[src/rtl/switch_toggle_bank.sv]
// rtl/switch_toggle_bank.sv - N-channel switch synchroniser, debouncer, edge detector and LED toggle bank
// Optional per-channel accepted-edge counter output o_Count when SWITCH_TOGGLE_BANK_COUNT_EN is defined.
module switch_toggle_bank #(
  parameter int NUM_CH         = 4,
  parameter int DEBOUNCE_LIMIT = 250000,
  parameter int EDGE_MODE      = 0
) (
  input  logic              i_Clk,
  input  logic              i_Rst,
  input  logic [NUM_CH-1:0] i_Switch,
  output logic [NUM_CH-1:0] o_LED,
  output logic [NUM_CH-1:0] o_Edge_Pulse,
  output logic [NUM_CH-1:0] o_Debounced
`ifdef SWITCH_TOGGLE_BANK_COUNT_EN
  ,
  output logic [NUM_CH*8-1:0] o_Count
`endif
);

  localparam int              CW      = $clog2(DEBOUNCE_LIMIT);
  localparam logic [CW-1:0]   CNT_MAX = CW'(DEBOUNCE_LIMIT - 1);

  if (EDGE_MODE < 0 || EDGE_MODE > 2) begin : g_bad_edge_mode
    $error("switch_toggle_bank: EDGE_MODE must be 0, 1 or 2");
  end
  if (NUM_CH < 1 || NUM_CH > 16) begin : g_bad_num_ch
    $error("switch_toggle_bank: NUM_CH must be 1..16");
  end
  if (DEBOUNCE_LIMIT < 2) begin : g_bad_limit
    $error("switch_toggle_bank: DEBOUNCE_LIMIT must be >= 2");
  end

  logic [NUM_CH-1:0] sync_1;
  logic [NUM_CH-1:0] sync_2;
  logic [NUM_CH-1:0] deb;
  logic [NUM_CH-1:0] deb_d;
  logic [NUM_CH-1:0] edge_hit;
  logic [NUM_CH-1:0] led_q;
  logic [NUM_CH-1:0] pulse_q;

  always_ff @(posedge i_Clk) begin
    if (i_Rst) begin
      sync_1 <= '0;
      sync_2 <= '0;
    end else begin
      sync_1 <= i_Switch;
      sync_2 <= sync_1;
    end
  end

  // Any sample matching the accepted level restarts the stability count.
  for (genvar k = 0; k < NUM_CH; k++) begin : g_deb
    logic [CW-1:0] cnt_q;
    logic          deb_q;

    always_ff @(posedge i_Clk) begin
      if (i_Rst) begin
        cnt_q <= '0;
        deb_q <= 1'b0;
      end else if (sync_2[k] == deb_q) begin
        cnt_q <= '0;
      end else if (cnt_q == CNT_MAX) begin
        deb_q <= sync_2[k];
        cnt_q <= '0;
      end else begin
        cnt_q <= cnt_q + 1'b1;
      end
    end

    assign deb[k] = deb_q;
  end

  if (EDGE_MODE == 0) begin : g_fall
    assign edge_hit = deb_d & ~deb;
  end else if (EDGE_MODE == 1) begin : g_rise
    assign edge_hit = ~deb_d & deb;
  end else begin : g_both
    assign edge_hit = deb_d ^ deb;
  end

  always_ff @(posedge i_Clk) begin
    if (i_Rst) begin
      deb_d   <= '0;
      pulse_q <= '0;
      led_q   <= '0;
    end else begin
      deb_d   <= deb;
      pulse_q <= edge_hit;
      led_q   <= led_q ^ edge_hit;
    end
  end

  assign o_LED        = led_q;
  assign o_Edge_Pulse = pulse_q;
  assign o_Debounced  = deb;

`ifdef SWITCH_TOGGLE_BANK_COUNT_EN
  // Counts advance on the same edge that raises the pulse; 8-bit wrap is intended.
  for (genvar k = 0; k < NUM_CH; k++) begin : g_cnt
    logic [7:0] edge_cnt_q;

    always_ff @(posedge i_Clk) begin
      if (i_Rst) begin
        edge_cnt_q <= '0;
      end else if (edge_hit[k]) begin
        edge_cnt_q <= edge_cnt_q + 8'd1;
      end
    end

    assign o_Count[k*8 +: 8] = edge_cnt_q;
  end
`endif

endmodule
[config.mk]
export PLATFORM = sky130hd
export DESIGN_NAME = switch_toggle_bank
export DESIGN_NICKNAME = d
export VERILOG_FILES = /design/src/rtl/switch_toggle_bank.sv
export SDC_FILE = /design/constraint.sdc
export NUM_CORES = 1
export LEC_CHECK = 0
export CORE_AREA = 2 2 118 91
export CTS_CLUSTER_SIZE = 40
export DETAILED_ROUTE_END_ITERATION = 7
export DIE_AREA = 0 0 120 93
export PLACE_DENSITY = 0.68
export RECOVER_POWER = 25
export SETUP_SLACK_MARGIN = 0.1
export SLEW_MARGIN = 30
export SYNTH_ARGS = -nofsm -noshare
export SYNTH_HDL_FRONTEND = slang
export SYNTH_SLANG_ARGS = --single-unit
[constraint.sdc]
create_clock -name i_Clk -period 2 [get_ports i_Clk]
set_clock_uncertainty 0.1 [all_clocks]
set_input_delay 0.3 -clock i_Clk [delete_from_list [all_inputs] [get_ports i_Clk]]
set_output_delay 0.3 -clock i_Clk [all_outputs]
set_load 0.01 [all_outputs]
**Word level (Yosys, flattened, before mapping)**

Index checks and enable logic that the tools add are counted.

- Bitwise operators: 7
- $add $sub $neg: 4
- Equality and inequality tests: 8
- Reduce and logical (&&, ||, !) cells: 8

Operators with widths:

| cell | number |
|---|---|
| adder 18 x 1 -> 18 bit (second input constant) | 4 |
| equality test 18 bit (second input constant) | 4 |
| OR reduction 3 bit | 4 |
| AND reduction 2 bit | 4 |
| AND 4 bit | 1 |
| equality test 1 bit | 4 |
| inverter 1 bit | 4 |
| inverter 4 bit | 1 |
| bitwise XOR 4 bit | 1 |

- Output and inout bits: 12
- Word-level logic and storage cells: 40
- Bits of input ports: 6
- Register bits: 96

**Longest topological paths before layout**

Gate-level depths: netlist (run 1).

- Depth in word-level cells: 3
- Mapped depth: 5
- Gate-level depth less buffers: 5

**Worst setup path before layout (run 1)**

No wires, ideal clock.

- Kind: register to register
- Start point: register g_deb[1].cnt_q[0]
- End point: register g_deb[1].cnt_q[10]
- Required time: 1783 ps
- Data arrival time: 1694 ps
- Path slack: 89 ps
- Stages on the path, launching flop included: 6
- Path buffers: 1
- Library setup time: 117 ps
- Clock period less this slack: 1911 ps
- Cell sequence: dfxtp_1 ha_1 nand3_1 o41ai_2 buf_2 nor2_1

- Longest elaborated chain between the ends: 2
- Elaborated cells between the ends (all ways): 3
- Those cells by class: add/sub: 1; eq/ne: 1; reduce/logical: 1

Ends and longest elaborated chain:

| what | RTL line | text |
|---|---|---|
| from (decl) | 53 | `logic [CW-1:0] cnt_q;` |
| from (signal assigned) | 66 | `cnt_q <= cnt_q + 1'b1;` |
| parallel branches: the longest is 2 deep, another holds adder 18 x 1 -> 18 bit | n/a |  |

Parallel ways; which one is timed is not known.
A chain may end at the register's enable or synchronous reset.

**Worst setup path in the final report (run 1)**

- Start point: register g_deb[1].cnt_q[7]
- End point: register g_deb[1].cnt_q[17]

Same word-level chain as after synthesis.

==> results of run 1 <==
[worst max-delay path: cells and delay by family, from the launching register on]
| kind | cells | cell delay (ps) |
|---|---|---|
| simple gates | 3 | 1100 |
| flops | 1 | 400 |
| compound gates | 1 | 170 |
[worst max-delay path by stage]
stage                     slack (ps)  depth (start not counted)                       endpoint
after global routing             100                          4  g_deb[1].cnt_q[17]$_SDFF_PP0_
after CTS                        120                          4  g_deb[3].cnt_q[15]$_SDFF_PP0_
after floorplan                  150                          5  g_deb[1].cnt_q[16]$_SDFF_PP0_
final                            170                          4  g_deb[1].cnt_q[17]$_SDFF_PP0_
after detailed placement         100                          5  g_deb[3].cnt_q[16]$_SDFF_PP0_
after global placement           220                          4    g_deb[2].deb_q$_SDFFE_PP0P_
[registers in the layout (all words and copies together), names as in the netlist]
signal / count
g_deb.cnt_q: 72
deb_d: 4
g_deb.deb_q: 4
o_Edge_Pulse: 4
o_LED: 4
sync_1: 4
sync_2: 4
[repair_timing]
| item | 4_1_cts | 5_1_grt |
|---|---|---|
| pin swaps | 0 | 4 |
| setup endpoints to repair | 1 | 58 |
| setup buffers | 0 | 3 |
| resized for setup | 1 | 15 |
| hold buffers | 0 | 0 |
[metal layers]
layer / track usage / share of wire / vias up
met5: 0 / 0 / -
met4: 0.05882 / 0.019 / 0
met3: 0.04268 / 0.045 / 13
met2: 0.2292 / 0.45 / 63
met1: 0.1925 / 0.48 / 1484
li1: - / - / 1618
[cell families (layout without fill, tap and decap cells)]
| family | Yosys count | in the layout | share of synthesized area |
|---|---|---|---|
| adders and majority gates | 4 | 4 | 0.01221 |
| and+or+nand+nor | 236 | 236 | 0.2958 |
| xor gates and xnor gates | 64 | 64 | 0.1368 |
| AOI/OAI and AO/OA | 20 | 20 | 0.04579 |
| buffers and inverters | 23 | 68 | 0.02961 |
| DFF | 96 | 96 | 0.4689 |
| muxes | 4 | 4 | 0.01099 |
[final cells by class]
type	count	share of cell area
multi-input cells	328	0.4297
repair buffers	41	0.07427
clock buffers	12	0.05196
well taps	136	0.03447
clock inverters	4	0.01065
inverters	11	0.008365
flip-flops and latches	96	0.3906
[power by group through the flow]
| stage | logic (mW) | registers, mW | clock network (mW) |
|---|---|---|---|
| 4_1_cts | 0.0595 | 1.93 | 1.80 |
| 5_1_grt | 0.0653 | 1.93 | 1.87 |
| 2_1_floorplan | 0.0349 | 1.97 | 0 |
| 6_report | 0.0584 | 1.93 | 1.75 |
| 3_3_place_gp | 0.0581 | 1.97 | 0 |
| 3_5_place_dp | 0.0591 | 1.97 | 0 |
[per-stage QoR]
stage               cell area [um2]  cells
finish                         4936    628
detailed placement             4541    609
CTS                            4856    625
global placement               4541    609
global route                   4936    628
floorplan                      4110    447
[cells in the final DEF (no fill, tap or decap), types with 7 or more instances in the layout]
cell type	instances
xor2_1	13
nand2_1	25
clkbuf_16	9
buf_4	22
clkdlybuf4s50_1	12
nand3_1	22
inv_1	11
a21oi_1	7
nand4_1	18
nor4_1	18
nor2_1	81
nor3_1	17
nor2b_1	24
xnor2_1	51
dfxtp_1	91
==> summary.txt, run 1 <==
Outcome
  – Outcome: finished, final reports clean

Synthesis
  – Yosys warnings: 0
  – Seq/Total Area, Yosys: 0.4689
  – Most common cell in the netlist: dfxtp_1
  – Synth area leader: dfxtp_1
  – Syn Inst Count: 447
  – Mapped Area: 4099 um2
  – Yosys cell types: 39
  – Asr flop ratio synth: 0
  – Post-synth top area share: 0.4689
  – Top post-synthesis cells by area: dfxtp_1, xnor2_1, nor2_1
  – Post-synth EDFFs: 0
  – Top_reg_cell synth: dfxtp_1
  – Syn nets: 457
  – Syn avg cell area: 9.170 um2
  – Seq cells post-synth: 96
  – Synth top cells by count: dfxtp_1, nor2_1, xnor2_1

Clock network
  – CTS tree: built
  – CTS Sinks: 96
  – CTS root buf: clkbuf_16
  – CTS Buf Count: 9
  – Clock transition at path regs: 60 ps
  – Max clock buf depth: 2
  – Worst-Skew Late Latency: 340 ps
  – H-tree levels: 3

Run
  – MaxCap Viol Count: 0

Route
  – DR vias: 3178
  – Routed wire length: 7687 um
  – First DRT Iteration DRCs: 222
  – Drt drc: 0
  – ANT nets after route: 0
  – WL/cell: 12.24 um
  – Pre-antenna DRT Iters: 4
  – DR vias/cell: 5.061

Power
  – VDD IR max: 0.0004762 V
  – Switching Power: 0.7521 mW
  – Int Power: 2.987 mW
  – Tot Pwr: 3.740 mW
  – Leakage Power: 1.489 nW
  – Clock share of power: 0.469
  – Switching share of total power: 0.2011
  – Gate power share: 0.016
  – Reg power frac: 0.515
  – PD cells: 757.6 nW/um2

Worst setup path
  – Largest stage delay, worst path: 500 ps
  – Critical Path RT: 2170 ps
  – Arr. time, crit path: 2000 ps
  – Critical Path End Type: flip-flop
  – Reg-to-reg critical path endpoint: g_deb[1].cnt_q[17]$_SDFF_PP0_
  – Setup Crit Path Kind: reg -> reg
  – CP Launch Point: g_deb[1].cnt_q[7]$_SDFF_PP0_
  – CP Max Fanout: 6
  – Slowest cell on crit path: or4_1
  – Critical Path Source Type: flip-flop
  – Worst path cell trace: nand4_1 -> or2_1 -> or4_1 -> a21oi_1
  – FF-to-FF path depth: 4
  – R2R setup slack: 170 ps
  – Reg-to-Reg Start: g_deb[1].cnt_q[7]$_SDFF_PP0_

Layout
  – Share of cells above drive strength 1: 0.1301
  – # fillers: 911
  – Area occupied by multi-input gates: 2121 um2
  – Reg area: 1928 um2
  – Final Util: 0.4912
  – Ant diodes: 0
  – Final nets: 497
  – Layout area overhead: 20.42%

Die
  – Initial Utilization: 0.4079
  – Top-Level Pins: 18
  – Die width: 120 um
  – Die ar.: 11160 um2
  – Core area: 10050 um2
  – Die H: 93 um
  – FP Rows: 32

STA
  – Slew headroom: 0.7369
  – Slew @ Worst Pin: 391.0 ps
  – Max Clk Rate: 547.7 MHz
  – Hold Vio Cnt, Final: 0
  – Worst Hold Margin: 339.2 ps
  – Setup_tns: 0 ps
  – Final setup fails: 0
  – Minimum clock period: 1826 ps
  – RSZ-0062 raised after global routing: no
  – Crit share post-route: 0.9129
  – Final WS setup: 174.2 ps
  – Slew Viols, Final: 0

Min path
  – Worst Hold Path Cells: 1
  – Min-delay src: sync_1[0]$_SDFF_PP0_
  – Worst Hold End: sync_2[0]$_SDFF_PP0_
  – Hold WC Path Type: reg -> reg

GRT
  – Gr usage total: 0.1472
  – Via count of the first global-routing pass: 2961
  – Global-route wire length before repair: 13460 um
  – Total grt overflow: 0
  – Largest net degree at the start of global routing: 32
  – Initial antenna violation count: 0

Placement
  – Pre-CTS WS: 98.38 ps
  – Post-DP HPWL: 5369 um
  – GP Congestion: 0.8280
  – Port Buf Inserts: 17
Power figures use the tool's default switching activity.
==> inputs of run 2 (changes only) <==
- SKIP_CTS_REPAIR_TIMING: default -> 1
==> run 2 against run 1 <==
Cell count did not move. Worst hold slack about the same. Via count is 0.16% higher. Critical endpoint is now g_deb[3].cnt_q[9]$_SDFF_PP0_. Largest cell class unchanged. Largest power group unchanged. Highest routed layer unchanged.
==> summary.txt, run 2 (synthesis gave the netlist of run 1 again) <==
Clock network
  – CTS Sinks: 96 (unchanged)
  – Worst-Skew Late Latency: 340 ps (about the same)
  – CTS root buf: clkbuf_16 (unchanged)
  – Clock transition at path regs: 60 ps (about the same)
  – H-tree levels: 3 (unchanged)
  – Max clock buf depth: 2 (unchanged)
  – CTS tree: built (unchanged)
  – CTS Buf Count: 9 (unchanged)

Outcome
  – Outcome: finished, final reports clean (unchanged)

Worst setup path
  – CP Max Fanout: 10 (was 6)
  – Reg-to-Reg Start: g_deb[3].cnt_q[16]$_SDFF_PP0_ (was g_deb[1].cnt_q[7]$_SDFF_PP0_)
  – Critical Path RT: 2130 ps (was 2170 ps)
  – FF-to-FF path depth: 5 (was 4)
  – Arr. time, crit path: 1960 ps (was 2000 ps)
  – Setup Crit Path Kind: reg -> reg (unchanged)
  – Critical Path Source Type: flip-flop (unchanged)
  – Critical Path End Type: flip-flop (unchanged)
  – R2R setup slack: 170 ps (about the same)
  – Reg-to-reg critical path endpoint: g_deb[3].cnt_q[9]$_SDFF_PP0_ (was g_deb[1].cnt_q[17]$_SDFF_PP0_)

Layout
  – Final Util: 0.4912 (unchanged)
  – Commonest non-fill, non-tap cells in the layout: dfxtp_1, nor2_1, xnor2_1, nand2_1, nor2b_1 (unchanged)
  – Most common cell after layout, fill and taps aside: dfxtp_1 (unchanged)
  – Share of cells above drive strength 1: 0.1301 (unchanged)
  – Largest register FFs: 72 (unchanged)
  – Area occupied by multi-input gates: 2121 um2 (unchanged)
  – Ant diodes: 0 (unchanged)
  – Reg area: 1928 um2 (unchanged)
  – Final nets: 497 (unchanged)
  – # fillers: 911 (unchanged)
  – Most flop-heavy register: g_deb.cnt_q (unchanged)
  – Layout area overhead: 20.42% (unchanged)

STA
  – Setup_tns: 0 ps (unchanged)
  – Final setup fails: 0 (unchanged)
  – Crit share post-route: 0.9132 (was 0.9129)
  – Max Clk Rate: 547.5 MHz (was 547.7 MHz)
  – Slew headroom: 0.7375 (was 0.7369)
  – Slew Viols, Final: 0 (unchanged)
  – Minimum clock period: 1826 ps (about the same)
  – Hold Vio Cnt, Final: 0 (unchanged)
  – RSZ-0062 raised after global routing: no (unchanged)
  – Slew @ Worst Pin: 390.1 ps (was 391.0 ps)

Die
  – Top-Level Pins: 18 (unchanged)
  – Die width: 120 um (unchanged)
  – FP Rows: 32 (unchanged)
  – Die ar.: 11160 um2 (unchanged)
  – Initial Utilization: 0.4079 (unchanged)
  – Core area: 10050 um2 (unchanged)
  – Die H: 93 um (unchanged)

Route
  – First DRT Iteration DRCs: 228 (was 222)
  – ANT nets after route: 0 (unchanged)
  – Drt drc: 0 (unchanged)
  – Pre-antenna DRT Iters: 4 (unchanged)
  – Routed wire length: 7671 um (was 7687 um)
  – DR vias: 3183 (was 3178)
  – WL/cell: 12.21 um (was 12.24 um)
  – DR vias/cell: 5.068 (was 5.061)

Min path
  – Hold WC Path Type: reg -> reg (unchanged)
  – Worst Hold Path Cells: 1 (unchanged)
  – Worst Hold End: sync_2[0]$_SDFF_PP0_ (unchanged)
  – Min-delay src: sync_1[0]$_SDFF_PP0_ (unchanged)

Power
  – VDD IR max: 0.0004760 V (was 0.0004762 V)
  – PD cells: 757.2 nW/um2 (was 757.6 nW/um2)
  – Leakage Power: 1.489 nW (unchanged)
  – Tot Pwr: 3.737 mW (was 3.740 mW)

GRT
  – Met3 usage: 0.04268 (unchanged)
  – Total grt overflow: 0 (unchanged)
  – Largest net degree at the start of global routing: 32 (unchanged)
  – Via count of the first global-routing pass: 2942 (was 2961)
  – GR Util met2: 0.2268 (was 0.2292)
  – GR peak layer: met2 (unchanged)
  – Met1 Use GR: 0.1921 (was 0.1925)
  – Gr usage total: 0.1464 (was 0.1472)
  – Global-route wire length before repair: 13390 um (was 13460 um)
  – Initial antenna violation count: 0 (unchanged)

Placement
  – Port Buf Inserts: 17 (unchanged)
  – GP Congestion: 0.8280 (unchanged)
  – Post-DP HPWL: 5369 um (unchanged)

Run
  – MaxCap Viol Count: 0 (unchanged)
-- run 2: cell counts in the layout (fill, tap and decap cells not counted) --
Identical to the previous run, type by type.
-- run 2: how the worst max path moves through the flow --
stage	endpoint	slack (ps)	from	cells after the start
floorplan	g_deb[1].cnt_q[16]$_SDFF_PP0_	150	g_deb[1].cnt_q[0]$_SDFF_PP0_	5
global placement	g_deb[2].deb_q$_SDFFE_PP0P_	220	g_deb[2].cnt_q[0]$_SDFF_PP0_	4
detailed placement	g_deb[3].cnt_q[16]$_SDFF_PP0_	100	g_deb[3].cnt_q[0]$_SDFF_PP0_	5
CTS	g_deb[3].cnt_q[16]$_SDFF_PP0_	80	g_deb[3].cnt_q[0]$_SDFF_PP0_	5
global route	g_deb[1].cnt_q[17]$_SDFF_PP0_	100	g_deb[1].cnt_q[7]$_SDFF_PP0_	4
finish	g_deb[3].cnt_q[9]$_SDFF_PP0_	170	g_deb[3].cnt_q[16]$_SDFF_PP0_	5
-- run 2: cell type report --
class	instances	area share
clock inverter	4	0.01065
clock buffer	12	0.05196
tap	136	0.03447
sequential	96	0.3906
inverter	11	0.008365
timing repair buffer	41	0.07427
multi-input combinational	328	0.4297
-- run 2: report_power, final --
part / internal, mW / switching [mW]
sequential: 1.92 / 0.00549
clock: 1.04 / 0.715
combinational: 0.0291 / 0.0294
-- run 2: per-stage QoR --
step	hold WS, ps	cell area [um2]	std cells	setup WS, ps
CTS	341.9	4850	625	81.67
floorplan	313.8	4110	447	148.5
global placement	318.6	4541	609	224.8
detailed placement	326.5	4541	609	98.38
finish	339.0	4936	628	173.6
global route	353.6	4936	628	101.8
-- run 2: per-layer routing --
metal | wire length [um] | vias up
met5 | 0 | -
met4 | 144 | 0
met3 | 360 | 13
met2 | 3479 | 70
met1 | 3687 | 1484
li1 | - | 1616
-- run 2: worst max-delay path, cell delays in order (launching register included) --
cell and delay [ps]:
dfxtp_1 370, nand3_1 130, or4_1 570, o31ai_4 270, buf_4 210, nor2_1 70
==> inputs of run 3 (changes only) <==
- GPL_TIMING_DRIVEN: default -> 0
==> run 3 against run 2 <==
Count of clock-buffer cells in the layout is 1 lower. Via count down 0.19%. Largest cell class unchanged. Critical path depth down 1. Cell count increased by 0.32%. Worst hold slack got worse by 1.9 ps. Wire length increased by 2.9%. Clock power down 7%.
==> summary.txt, run 3 (synthesis gave the netlist of run 1 again) <==
Clock network
  – Worst-Skew Late Latency: 340 ps (about the same)
  – CTS tree: built (unchanged)
  – H-tree levels: 3 (unchanged)
  – CTS root buf: clkbuf_16 (unchanged)
  – Max clock buf depth: 2 (unchanged)
  – CTS Buf Count: 9 (unchanged)
  – CTS Sinks: 96 (unchanged)
  – Clock transition at path regs: 60 ps (about the same)

GRT
  – Global-route wire length before repair: 13380 um (was 13390 um)
  – Gr usage total: 0.1498 (was 0.1464)
  – Via count of the first global-routing pass: 2915 (was 2942)
  – Largest net degree at the start of global routing: 16 (was 32)
  – Initial antenna violation count: 0 (unchanged)
  – Total grt overflow: 0 (unchanged)

STA
  – Slew Viols, Final: 0 (unchanged)
  – Hold Vio Cnt, Final: 0 (unchanged)
  – Minimum clock period: 1847 ps (was 1826 ps)
  – Slew @ Worst Pin: 559.4 ps (was 390.1 ps)
  – RSZ-0062 raised after global routing: yes (was no)
  – Final setup fails: 0 (unchanged)
  – Max Clk Rate: 541.5 MHz (was 547.5 MHz)
  – Slew headroom: 0.6271 (was 0.7375)
  – Setup_tns: 0 ps (unchanged)
  – Crit share post-route: 0.9234 (was 0.9132)

Run
  – MaxCap Viol Count: 0 (unchanged)

Power
  – VDD IR max: 0.0004126 V (was 0.0004760 V)
  – Gate power share: 0.017 (was 0.016)
  – Reg power frac: 0.534 (was 0.515)
  – Switching share of total power: 0.2082 (was 0.2006)
  – Clock share of power: 0.449 (was 0.469)
  – Switching Power: 0.7508 mW (was 0.7499 mW)
  – PD cells: 733.1 nW/um2 (was 757.2 nW/um2)
  – Tot Pwr: 3.607 mW (was 3.737 mW)
  – Leakage Power: 1.496 nW (was 1.489 nW)
  – Int Power: 2.856 mW (was 2.987 mW)

Outcome
  – Outcome: finished, final reports clean (unchanged)

Route
  – Drt drc: 0 (unchanged)
  – WL/cell: 12.53 um (was 12.21 um)
  – DR vias/cell: 5.043 (was 5.068)
  – DR vias: 3177 (was 3183)
  – First DRT Iteration DRCs: 188 (was 228)
  – Routed wire length: 7897 um (was 7671 um)
  – Pre-antenna DRT Iters: 4 (unchanged)
  – ANT nets after route: 0 (unchanged)

Die
  – Core area: 10050 um2 (unchanged)
  – FP Rows: 32 (unchanged)
  – Die ar.: 11160 um2 (unchanged)
  – Die H: 93 um (unchanged)
  – Die width: 120 um (unchanged)
  – Top-Level Pins: 18 (unchanged)
  – Initial Utilization: 0.4079 (unchanged)

Worst setup path
  – Arr. time, crit path: 1980 ps (was 1960 ps)
  – Worst path cell trace: nand3_1 -> or4_1 -> nor3_2 -> mux2_2 (was nand3_1 -> or4_1 -> o31ai_4 -> buf_4 -> nor2_1)
  – Critical Path End Type: flip-flop (unchanged)
  – Setup Crit Path Kind: reg -> reg (unchanged)
  – Critical Path Source Type: flip-flop (unchanged)
  – Slowest cell on crit path: or4_1 (unchanged)
  – Crit path max-delay family: simple AND/OR/NAND/NOR gates (unchanged)
  – Critical Path RT: 2130 ps (about the same)
  – CP bufs+invs: 0 (was 1)
  – FF-to-FF path depth: 4 (was 5)
  – CP Max Fanout: 4 (was 10)
  – Levels on crit path: 4 (was 5)
  – Largest stage delay, worst path: 580 ps (was 570 ps)

Min path
  – Hold WC Path Type: reg -> reg (unchanged)
  – Worst Hold Path Cells: 1 (unchanged)

Placement
  – Port Buf Inserts: 17 (unchanged)
  – Post-DP HPWL: 5444 um (was 5369 um)
  – GP Congestion: 0.8141 (was 0.8280)

Layout
  – Ant diodes: 0 (unchanged)
  – Layout area overhead: 20.02% (was 20.42%)
  – Share of cells above drive strength 1: 0.1498 (was 0.1301)
  – Final nets: 499 (was 497)
  – Most flop-heavy register: g_deb.cnt_q (unchanged)
  – Most common cell after layout, fill and taps aside: dfxtp_1 (unchanged)
  – Largest register FFs: 72 (unchanged)
  – # fillers: 932 (was 911)
  – Commonest non-fill, non-tap cells in the layout: dfxtp_1, nor2_1, xnor2_1, nand2_1, nor2b_1 (unchanged)
## run 3: area by class of cell
type / count / area, um2 / area share
Inverter: 11 / 41.29 / 0.008393
Sequential cell: 96 / 1938 / 0.3939
Buffer: 12 / 83.83 / 0.01704
Tap cell: 136 / 170.2 / 0.03459
Timing Repair Buffer: 31 / 275.3 / 0.05595
Multi-Input combinational cell: 328 / 2127 / 0.4323
Clock inverter: 5 / 31.28 / 0.006358
Clock buffer: 11 / 252.7 / 0.05137
## run 3: power by group through the flow
stage | logic, mW | registers (mW) | clock network [mW]
detailed placement | 0.0574 | 1.97 | 0
finish | 0.0620 | 1.93 | 1.62
CTS | 0.0581 | 1.93 | 1.66
global route | 0.0683 | 1.93 | 1.73
global placement | 0.0560 | 1.97 | 0
floorplan | 0.0349 | 1.97 | 0
## run 3: final timing paths
| kind | from | slack, ps | to |
|---|---|---|---|
| min | sync_1[1]$_SDFF_PP0_ | 340 | sync_2[1]$_SDFF_PP0_ |
| max reg2reg | g_deb[3].cnt_q[14]$_SDFF_PP0_ | 150 | g_deb[3].deb_q$_SDFFE_PP0P_ |
| min reg2reg | sync_1[1]$_SDFF_PP0_ | 340 | sync_2[1]$_SDFF_PP0_ |
| max | g_deb[3].cnt_q[14]$_SDFF_PP0_ | 150 | g_deb[3].deb_q$_SDFFE_PP0P_ |
## run 3: routing by layer
metal | share of wire | wire [um] | global-route usage | up-vias
li1 | - | - | - | 1635
met1 | 0.50 | 3923 | 0.1909 | 1471
met2 | 0.45 | 3575 | 0.2429 | 60
met3 | 0.036 | 288 | 0.04756 | 11
met4 | 0.014 | 109 | 0.04608 | 0
met5 | 0 | 0 | 0 | -
## run 3: per-stage QoR
stage / hold slack [ps] / area [um2] / utilization / cells / setup slack, ps
after global placement: 316.0 / 4451 / 0.4429 / 600 / -149.3
final: 337.0 / 4920 / 0.4895 / 630 / 153.3
after floorplan: 313.8 / 4110 / - / 447 / 148.5
after CTS: 341.6 / 4735 / 0.4711 / 616 / -177.9
after detailed placement: 326.8 / 4451 / 0.4429 / 600 / -191.8
after global routing: 354.7 / 4920 / 0.4895 / 630 / 77.96
